$ cat src/rtl/filter_pkg.sv
// rtl/filter_pkg.sv - shared defaults and reference rounding helper for the filter output stage
package filter_pkg;

  localparam int IN_W_DEF  = 16;
  localparam int OUT_W_DEF = 8;
  localparam int SHIFT_DEF = 4;
  localparam int SKIP_DEF  = 8;
  localparam int DEPTH_DEF = 8;
  localparam int DROP_MAX  = 255;

  // Round-half-up arithmetic right shift followed by clamp to a signed out_w word.
  function automatic int sat_round(input int in_v, input int shift, input int out_w);
    int t;
    int hi;
    int lo;
    t  = (in_v + (1 << (shift - 1))) >>> shift;
    hi = (1 << (out_w - 1)) - 1;
    lo = -(1 << (out_w - 1));
    if (t > hi) begin
      return hi;
    end else if (t < lo) begin
      return lo;
    end
    return t;
  endfunction

endpackage

$ cat src/rtl/filter_out_stage_if.sv
// rtl/filter_out_stage_if.sv - sample input, word output and status bundle of filter_out_stage
interface filter_out_stage_if
  import filter_pkg::*;
#(
  parameter int IN_W  = IN_W_DEF,
  parameter int OUT_W = OUT_W_DEF,
  parameter int DEPTH = DEPTH_DEF
) ();

  logic [IN_W-1:0]          in_val;
  logic                     in_en;
  logic [OUT_W-1:0]         out_data;
  logic                     out_valid;
  logic                     out_ready;
  logic                     sat_flag;
  logic [7:0]               drop_cnt;
  logic [$clog2(DEPTH):0]   level;

  modport slave (
    input  in_val, in_en, out_ready,
    output out_data, out_valid, sat_flag, drop_cnt, level
  );

  modport master (
    output in_val, in_en, out_ready,
    input  out_data, out_valid, sat_flag, drop_cnt, level
  );

endinterface

$ cat src/rtl/sync_fifo.sv
// rtl/sync_fifo.sv - first-word-fall-through FIFO with explicit occupancy counter
module sync_fifo #(
  parameter int W     = 8,
  parameter int DEPTH = 8
) (
  input  logic                   clk,
  input  logic                   rst,
  input  logic                   wr_en,
  input  logic [W-1:0]           wr_data,
  input  logic                   rd_en,
  output logic [W-1:0]           rd_data,
  output logic [$clog2(DEPTH):0] level,
  output logic                   full,
  output logic                   empty
);

  localparam int AW = $clog2(DEPTH);
  localparam int LW = AW + 1;

  logic [W-1:0]  mem_q [DEPTH];
  logic [AW-1:0] wr_ptr_q;
  logic [AW-1:0] rd_ptr_q;
  logic [LW-1:0] level_q;
  logic [LW-1:0] level_d;
  logic          push;
  logic          pop;

  assign empty = (level_q == '0);
  assign full  = (level_q == LW'(DEPTH));
  assign pop   = rd_en && !empty;
  // A pop frees the slot in the same cycle, so a full FIFO still takes a write alongside it.
  assign push  = wr_en && (!full || pop);

  always_comb begin
    level_d = level_q;
    case ({push, pop})
      2'b10:   level_d = level_q + 1'b1;
      2'b01:   level_d = level_q - 1'b1;
      default: level_d = level_q;
    endcase
  end

  always_ff @(posedge clk or posedge rst) begin
    if (rst) begin
      wr_ptr_q <= '0;
      rd_ptr_q <= '0;
      level_q  <= '0;
    end else begin
      if (push) wr_ptr_q <= wr_ptr_q + 1'b1;
      if (pop)  rd_ptr_q <= rd_ptr_q + 1'b1;
      level_q <= level_d;
    end
  end

  always_ff @(posedge clk) begin
    if (push) mem_q[wr_ptr_q] <= wr_data;
  end

  assign rd_data = mem_q[rd_ptr_q];
  assign level   = level_q;

endmodule

$ cat src/rtl/filter_out_stage.sv
// rtl/filter_out_stage.sv - warm-up skip, rounded rescale/saturate and buffered output of the IIR stream
module filter_out_stage
  import filter_pkg::*;
#(
  parameter int IN_W  = IN_W_DEF,
  parameter int OUT_W = OUT_W_DEF,
  parameter int SHIFT = SHIFT_DEF,
  parameter int SKIP  = SKIP_DEF,
  parameter int DEPTH = DEPTH_DEF
) (
  input logic               clk,
  input logic               rst,
  filter_out_stage_if.slave bus
);

  localparam int SKIP_W = (SKIP > 0) ? $clog2(SKIP + 1) : 1;
  localparam logic signed [IN_W:0] HALF  = (IN_W + 1)'(2 ** (SHIFT - 1));
  localparam logic signed [IN_W:0] MAX_S = (IN_W + 1)'(2 ** (OUT_W - 1) - 1);
  localparam logic signed [IN_W:0] MIN_S = (IN_W + 1)'(-(2 ** (OUT_W - 1)));

  logic [SKIP_W-1:0]      skip_q, skip_d;
  logic                   in_vld_q;
  logic [IN_W-1:0]        in_q;
  logic                   stg_vld_q;
  logic [OUT_W-1:0]       stg_q;
  logic                   sat_q;
  logic [7:0]             drop_q, drop_d;
  logic [OUT_W-1:0]       hold_q;

  logic                   accept;
  logic signed [IN_W:0]   t;
  logic signed [IN_W:0]   s;
  logic                   clamp_hi;
  logic                   clamp_lo;
  logic [OUT_W-1:0]       word;

  logic [OUT_W-1:0]       fifo_rd_data;
  logic                   fifo_full;
  logic                   fifo_empty;
  logic                   pop;

  assign accept = bus.in_en && (skip_q == '0);

  always_comb begin
    skip_d = skip_q;
    if (bus.in_en && (skip_q != '0)) skip_d = skip_q - 1'b1;
  end

  // One guard bit keeps the rounding add from wrapping near the positive limit.
  always_comb begin
    t        = $signed({in_q[IN_W-1], in_q}) + HALF;
    s        = t >>> SHIFT;
    clamp_hi = (s > MAX_S);
    clamp_lo = (s < MIN_S);
    word     = s[OUT_W-1:0];
    if (clamp_hi)      word = MAX_S[OUT_W-1:0];
    else if (clamp_lo) word = MIN_S[OUT_W-1:0];
  end

  assign pop = bus.out_ready && !fifo_empty;

  always_comb begin
    drop_d = drop_q;
    if (stg_vld_q && fifo_full && !pop && (drop_q != 8'(DROP_MAX))) drop_d = drop_q + 1'b1;
  end

  always_ff @(posedge clk or posedge rst) begin
    if (rst) begin
      skip_q    <= SKIP_W'(SKIP);
      in_vld_q  <= 1'b0;
      in_q      <= '0;
      stg_vld_q <= 1'b0;
      stg_q     <= '0;
      sat_q     <= 1'b0;
      drop_q    <= '0;
      hold_q    <= '0;
    end else begin
      skip_q    <= skip_d;
      in_vld_q  <= accept;
      if (accept) in_q <= bus.in_val;
      stg_vld_q <= in_vld_q;
      if (in_vld_q) stg_q <= word;
      if (in_vld_q && (clamp_hi || clamp_lo)) sat_q <= 1'b1;
      drop_q    <= drop_d;
      if (!fifo_empty) hold_q <= fifo_rd_data;
    end
  end

  sync_fifo #(
    .W     (OUT_W),
    .DEPTH (DEPTH)
  ) u_fifo (
    .clk     (clk),
    .rst     (rst),
    .wr_en   (stg_vld_q),
    .wr_data (stg_q),
    .rd_en   (bus.out_ready),
    .rd_data (fifo_rd_data),
    .level   (bus.level),
    .full    (fifo_full),
    .empty   (fifo_empty)
  );

  assign bus.out_valid = !fifo_empty;
  assign bus.out_data  = fifo_empty ? hold_q : fifo_rd_data;
  assign bus.sat_flag  = sat_q;
  assign bus.drop_cnt  = drop_q;

endmodule

$ cat src/flat_wrapper.sv
// flat-port wrapper written by rule: the top's interface ports become plain ports
module filter_out_stage_flat import filter_pkg::*;
#(
  parameter int IN_W  = IN_W_DEF,
  parameter int OUT_W = OUT_W_DEF,
  parameter int SHIFT = SHIFT_DEF,
  parameter int SKIP  = SKIP_DEF,
  parameter int DEPTH = DEPTH_DEF
)
  (clk, rst, bus_in_val, bus_in_en, bus_out_ready, bus_out_data, bus_out_valid, bus_sat_flag, bus_drop_cnt, bus_level);
  filter_out_stage_if #(.IN_W(IN_W), .OUT_W(OUT_W), .DEPTH(DEPTH)) bus_i ();
  input logic clk;
  input logic rst;
  input wire logic [$bits(bus_i.in_val)-1:0] bus_in_val;
  input wire logic [$bits(bus_i.in_en)-1:0] bus_in_en;
  input wire logic [$bits(bus_i.out_ready)-1:0] bus_out_ready;
  output wire logic [$bits(bus_i.out_data)-1:0] bus_out_data;
  output wire logic [$bits(bus_i.out_valid)-1:0] bus_out_valid;
  output wire logic [$bits(bus_i.sat_flag)-1:0] bus_sat_flag;
  output wire logic [$bits(bus_i.drop_cnt)-1:0] bus_drop_cnt;
  output wire logic [$bits(bus_i.level)-1:0] bus_level;
  assign bus_i.in_val = bus_in_val;
  assign bus_i.in_en = bus_in_en;
  assign bus_i.out_ready = bus_out_ready;
  assign bus_out_data = bus_i.out_data;
  assign bus_out_valid = bus_i.out_valid;
  assign bus_sat_flag = bus_i.sat_flag;
  assign bus_drop_cnt = bus_i.drop_cnt;
  assign bus_level = bus_i.level;
  filter_out_stage #(.IN_W(IN_W), .OUT_W(OUT_W), .SHIFT(SHIFT), .SKIP(SKIP), .DEPTH(DEPTH)) u_core (.clk(clk), .rst(rst), .bus(bus_i));
endmodule
$ cat config.mk
export PLATFORM = sky130hd
export DESIGN_NAME = filter_out_stage_flat
export DESIGN_NICKNAME = d
export VERILOG_FILES = /design/src/rtl/filter_pkg.sv /design/src/rtl/filter_out_stage_if.sv /design/src/rtl/sync_fifo.sv /design/src/rtl/filter_out_stage.sv /design/src/flat_wrapper.sv
export SDC_FILE = /design/constraint.sdc
export NUM_CORES = 1
export LEC_CHECK = 0
export ABC_AREA = 1
export BUFFER_PORTS_ARGS = -buffer_cell sky130_fd_sc_hd__buf_4
export CAP_MARGIN = 40
export CORE_MARGIN = 2
export CORE_UTILIZATION = 45
export DETAILED_ROUTE_END_ITERATION = 16
export PLACE_DENSITY = 0.65
export RECOVER_POWER = 50
export SLEW_MARGIN = 20
export SYNTH_ARGS = -nofsm -noshare
export SYNTH_HDL_FRONTEND = slang
export SYNTH_SLANG_ARGS = --single-unit
$ cat constraint.sdc
create_clock -name clk -period 4.2 [get_ports clk]
set_input_delay 1.26 -clock clk [delete_from_list [all_inputs] [get_ports clk]]
set_output_delay 1.26 -clock clk [all_outputs]
set_load 0.1 [all_outputs]
==> flow_summary.yaml <==
clock_network:
  cts_resized: 0
  clock_path_buffers: 2
  cts_root_buffer: "clkbuf_16"
  post_cts_buffers: 0
  hold_buffers: 0
  worst_skew_pair.late_latency_ps: 410
  cts_made_buffers: 17
  clock-sinks: 118
  cts.clk_slew.worst_paths_ps: 50
  cts_tree: "built"
  h-tree-depth: 4
setup_path:
  rrSetupSlack_ps: 1750
  worstReg2RegStart: "u_core.u_fifo.level[0]"
  r2r-end: "u_core.u_fifo.level[3]"
  cp_slowest_stage_delay_ps: 610
  worstSetupStartpointType: "flop"
  worstPathArrival_ps: 2480
  critical_path.cell_chain: "inv_1 -> o21ai_0 -> o22ai_1 -> o21ai_0 -> o21ai_2 -> buf_4"
  worstPathRequired_ps: 2940
  critPathCapture: "bus_out_data[6]"
  cp_max_fo: 18
  end_kind: "primary output"
  reg2reg_depth: 14
  crit_type: "reg -> out"
  path_buf_inv: 2
  crit_path_top_delay_cell: "dfrtp_1"
  crit_start: "u_core.u_fifo.rd_ptr_q[1]"
  cp.depth: 6
  critical_path.top_delay_family: "buffers and inverters"
  cp_common_cell: "o21ai_0"
floorplanning:
  start_util_pct: 45.6
  rows: 39
  die_y_um: 111
  core_area_mm2: 0.0113
  io-pin-count: 42
  die_x_um: 111
  fp.dieArea_mm2: 0.0123
detailed_routing:
  met3_length_um: 383
  routed.top_layer: "met4"
  drt_wl_total_mm: 9.63
  wl_met1_mm: 4.40
  dr.pass1.iters: 5
  antenna_left: 0
  drc_errors: 0
  drt_iter0_drc: 250
  wl_met2_mm: 4.78
  wl_per_cell_um: 13.6
  via_per_inst: 4.86
  vias: 3444
synthesis:
  synthArstFlopShare_pct: 45.8
  synthesis.area_mm2: 0.00516
  syn_inst: 501
  synth_edf_count: 64
  synth_seq_cells: 118
  yosys_warnings: 0
  ys_types: 32
  syn_nets: 530
  ys.flop_type: "edfxtp_1"
  synth.avg_cell_area_um2: 10.3
  yosysSeqAreaShare_pct: 63.4
worst_hold_path:
  min_path_type: "reg -> reg"
cells_and_area:
  final_layout_size_suffix_gt1_share_pct: 16.8
  layout.cells.non_filler: 708
  syn2layout_area_growth_pct: 19.8
  fin_nets: 581
  n_fill_cell: 1000
  stdcell_area_mm2: 0.00619
  multi_input_area_mm2: 0.00171
  final_common_cell: "nand2_1"
  regArea_mm2: 0.00327
  n_antenna_cell: 0
  final_cell_mix: "nand2_1 (127), nor2_1 (64), edfxtp_1 (64)"
  final_util_pct: 54.7
global_route:
  antenna_found_initial: 0
  grt_pass1_vias: 3499
  grt_max_degree: 35
  grt_pass1_wl_mm: 16.8
  overflow: 0
  grt.total_usage_pct: 17.1
timing:
  fin_crit_sh_pct: 89.1
  timing.final.setup_violations: 0
  max-slew-margin-rel_pct: 5.35
  hold_violations: 0
  finalSetupTns_ps: 0
  skew_ps: 12.5
  worstMarginPinSlew_ps: 1420
  drv_slew: 0
  rsz0062_at_grt: "false"
  fin_crit_ps: 3740
  max_freq_mhz: 267
place:
  place_hpwl_mm: 6.43
  port_buffers: 38
  gp_congestion: 0.791
  dp.cells: 675
  place_area_mm2: 0.00564
flow_run:
  drv_cap: 0
outcome:
  status: "finished clean"
[worst min-delay path by stage]
stage,startpoint,endpoint,cells after the start,slack [ps]
after floorplan,u_core.in_vld_q,u_core.stg_vld_q,0,370
after global placement,u_core.bus.sat_flag,u_core.bus.sat_flag,2,450
after detailed placement,u_core.hold_q[4],u_core.hold_q[4],2,460
after CTS,u_core.hold_q[4],u_core.hold_q[4],2,480
after global routing,u_core.hold_q[5],u_core.hold_q[5],2,490
final,u_core.hold_q[2],u_core.hold_q[2],2,470
[flip-flops by register name (all words and copies together), names as in the netlist]
signal / cells
u_core.u_fifo.level: 4
u_core.stg_vld_q: 1
u_core.hold_q: 8
u_core.bus.drop_cnt: 8
u_core.u_fifo.wr_ptr_q: 3
u_core.u_fifo.rd_ptr_q: 3
u_core.skip_q: 4
u_core.in_vld_q: 1
u_core.in_q: 13
u_core.u_fifo.mem_q: 64
u_core.stg_q: 8
u_core.bus.sat_flag: 1
[worst min-delay path: cells and delay by family, from the launching register on]
kind | cells | cell delay [ps]
AOI/OAI and AO/OA | 1 | 60
and+or+nand+nor | 1 | 60
DFF | 1 | 320
[layer usage]
metal  vias up  global-route usage, %
met1      1595                   21.7
met5         -                      0
met2        65                   28.3
met3         7                   4.43
met4         0                   6.42
li1       1777                      -
[kinds of logic (layout without fill, tap and decap cells)]
kind of cell	count (synthesis)	count (layout)	share of synthesized area, %
compound gates	76	76	8.00
xor+xnor	23	23	3.90
fa+ha+maj	9	9	2.33
buf+inv	49	113	3.71
flops	118	118	63.4
simple gates	226	226	18.7
[area by class of cell]
| class | count | area share (%) |
|---|---|---|
| clock buffers | 18 | 6.94 |
| repair buffers | 44 | 5.10 |
| inverters | 37 | 2.26 |
| clock inverters | 14 | 2.20 |
| multi-input cells | 334 | 27.7 |
| well taps | 143 | 2.89 |
| flip-flops and latches | 118 | 52.9 |
[synth_stat cells (2+ instances only)]
master | number | area share (%)
nand2_1 | 127 | 9.2
edfxtp_1 | 64 | 37
nor2_1 | 63 | 4.6
o21ai_0 | 55 | 5.3
dfrtp_1 | 53 | 26
inv_1 | 34 | 2.5
xor2_1 | 20 | 3.4
nand3_1 | 13 | 1.3
o22ai_1 | 12 | 1.5
clkbuf_1 | 11 | 0.80
ha_1 | 8 | 1.9
nor2_2 | 6 | 0.73
o221ai_1 | 4 | 0.68
nand2_2 | 3 | 0.36
nor2_4 | 3 | 0.65
o21ai_1 | 3 | 0.29
xnor2_1 | 3 | 0.51
clkinv_1 | 2 | 0.15
nand2_4 | 2 | 0.44
nand4_1 | 2 | 0.24
nor3_2 | 2 | 0.39
[stage by stage]
step,setup WS [ps],hold WS [ps]
2_1_floorplan,250,374
6_report,458,469
3_5_place_dp,904,463
3_3_place_gp,917,450
4_1_cts,457,476
5_1_grt,185,494
Power is not shown: default switching activity piles up to over one toggle a cycle in this logic, so the estimate is an artifact.
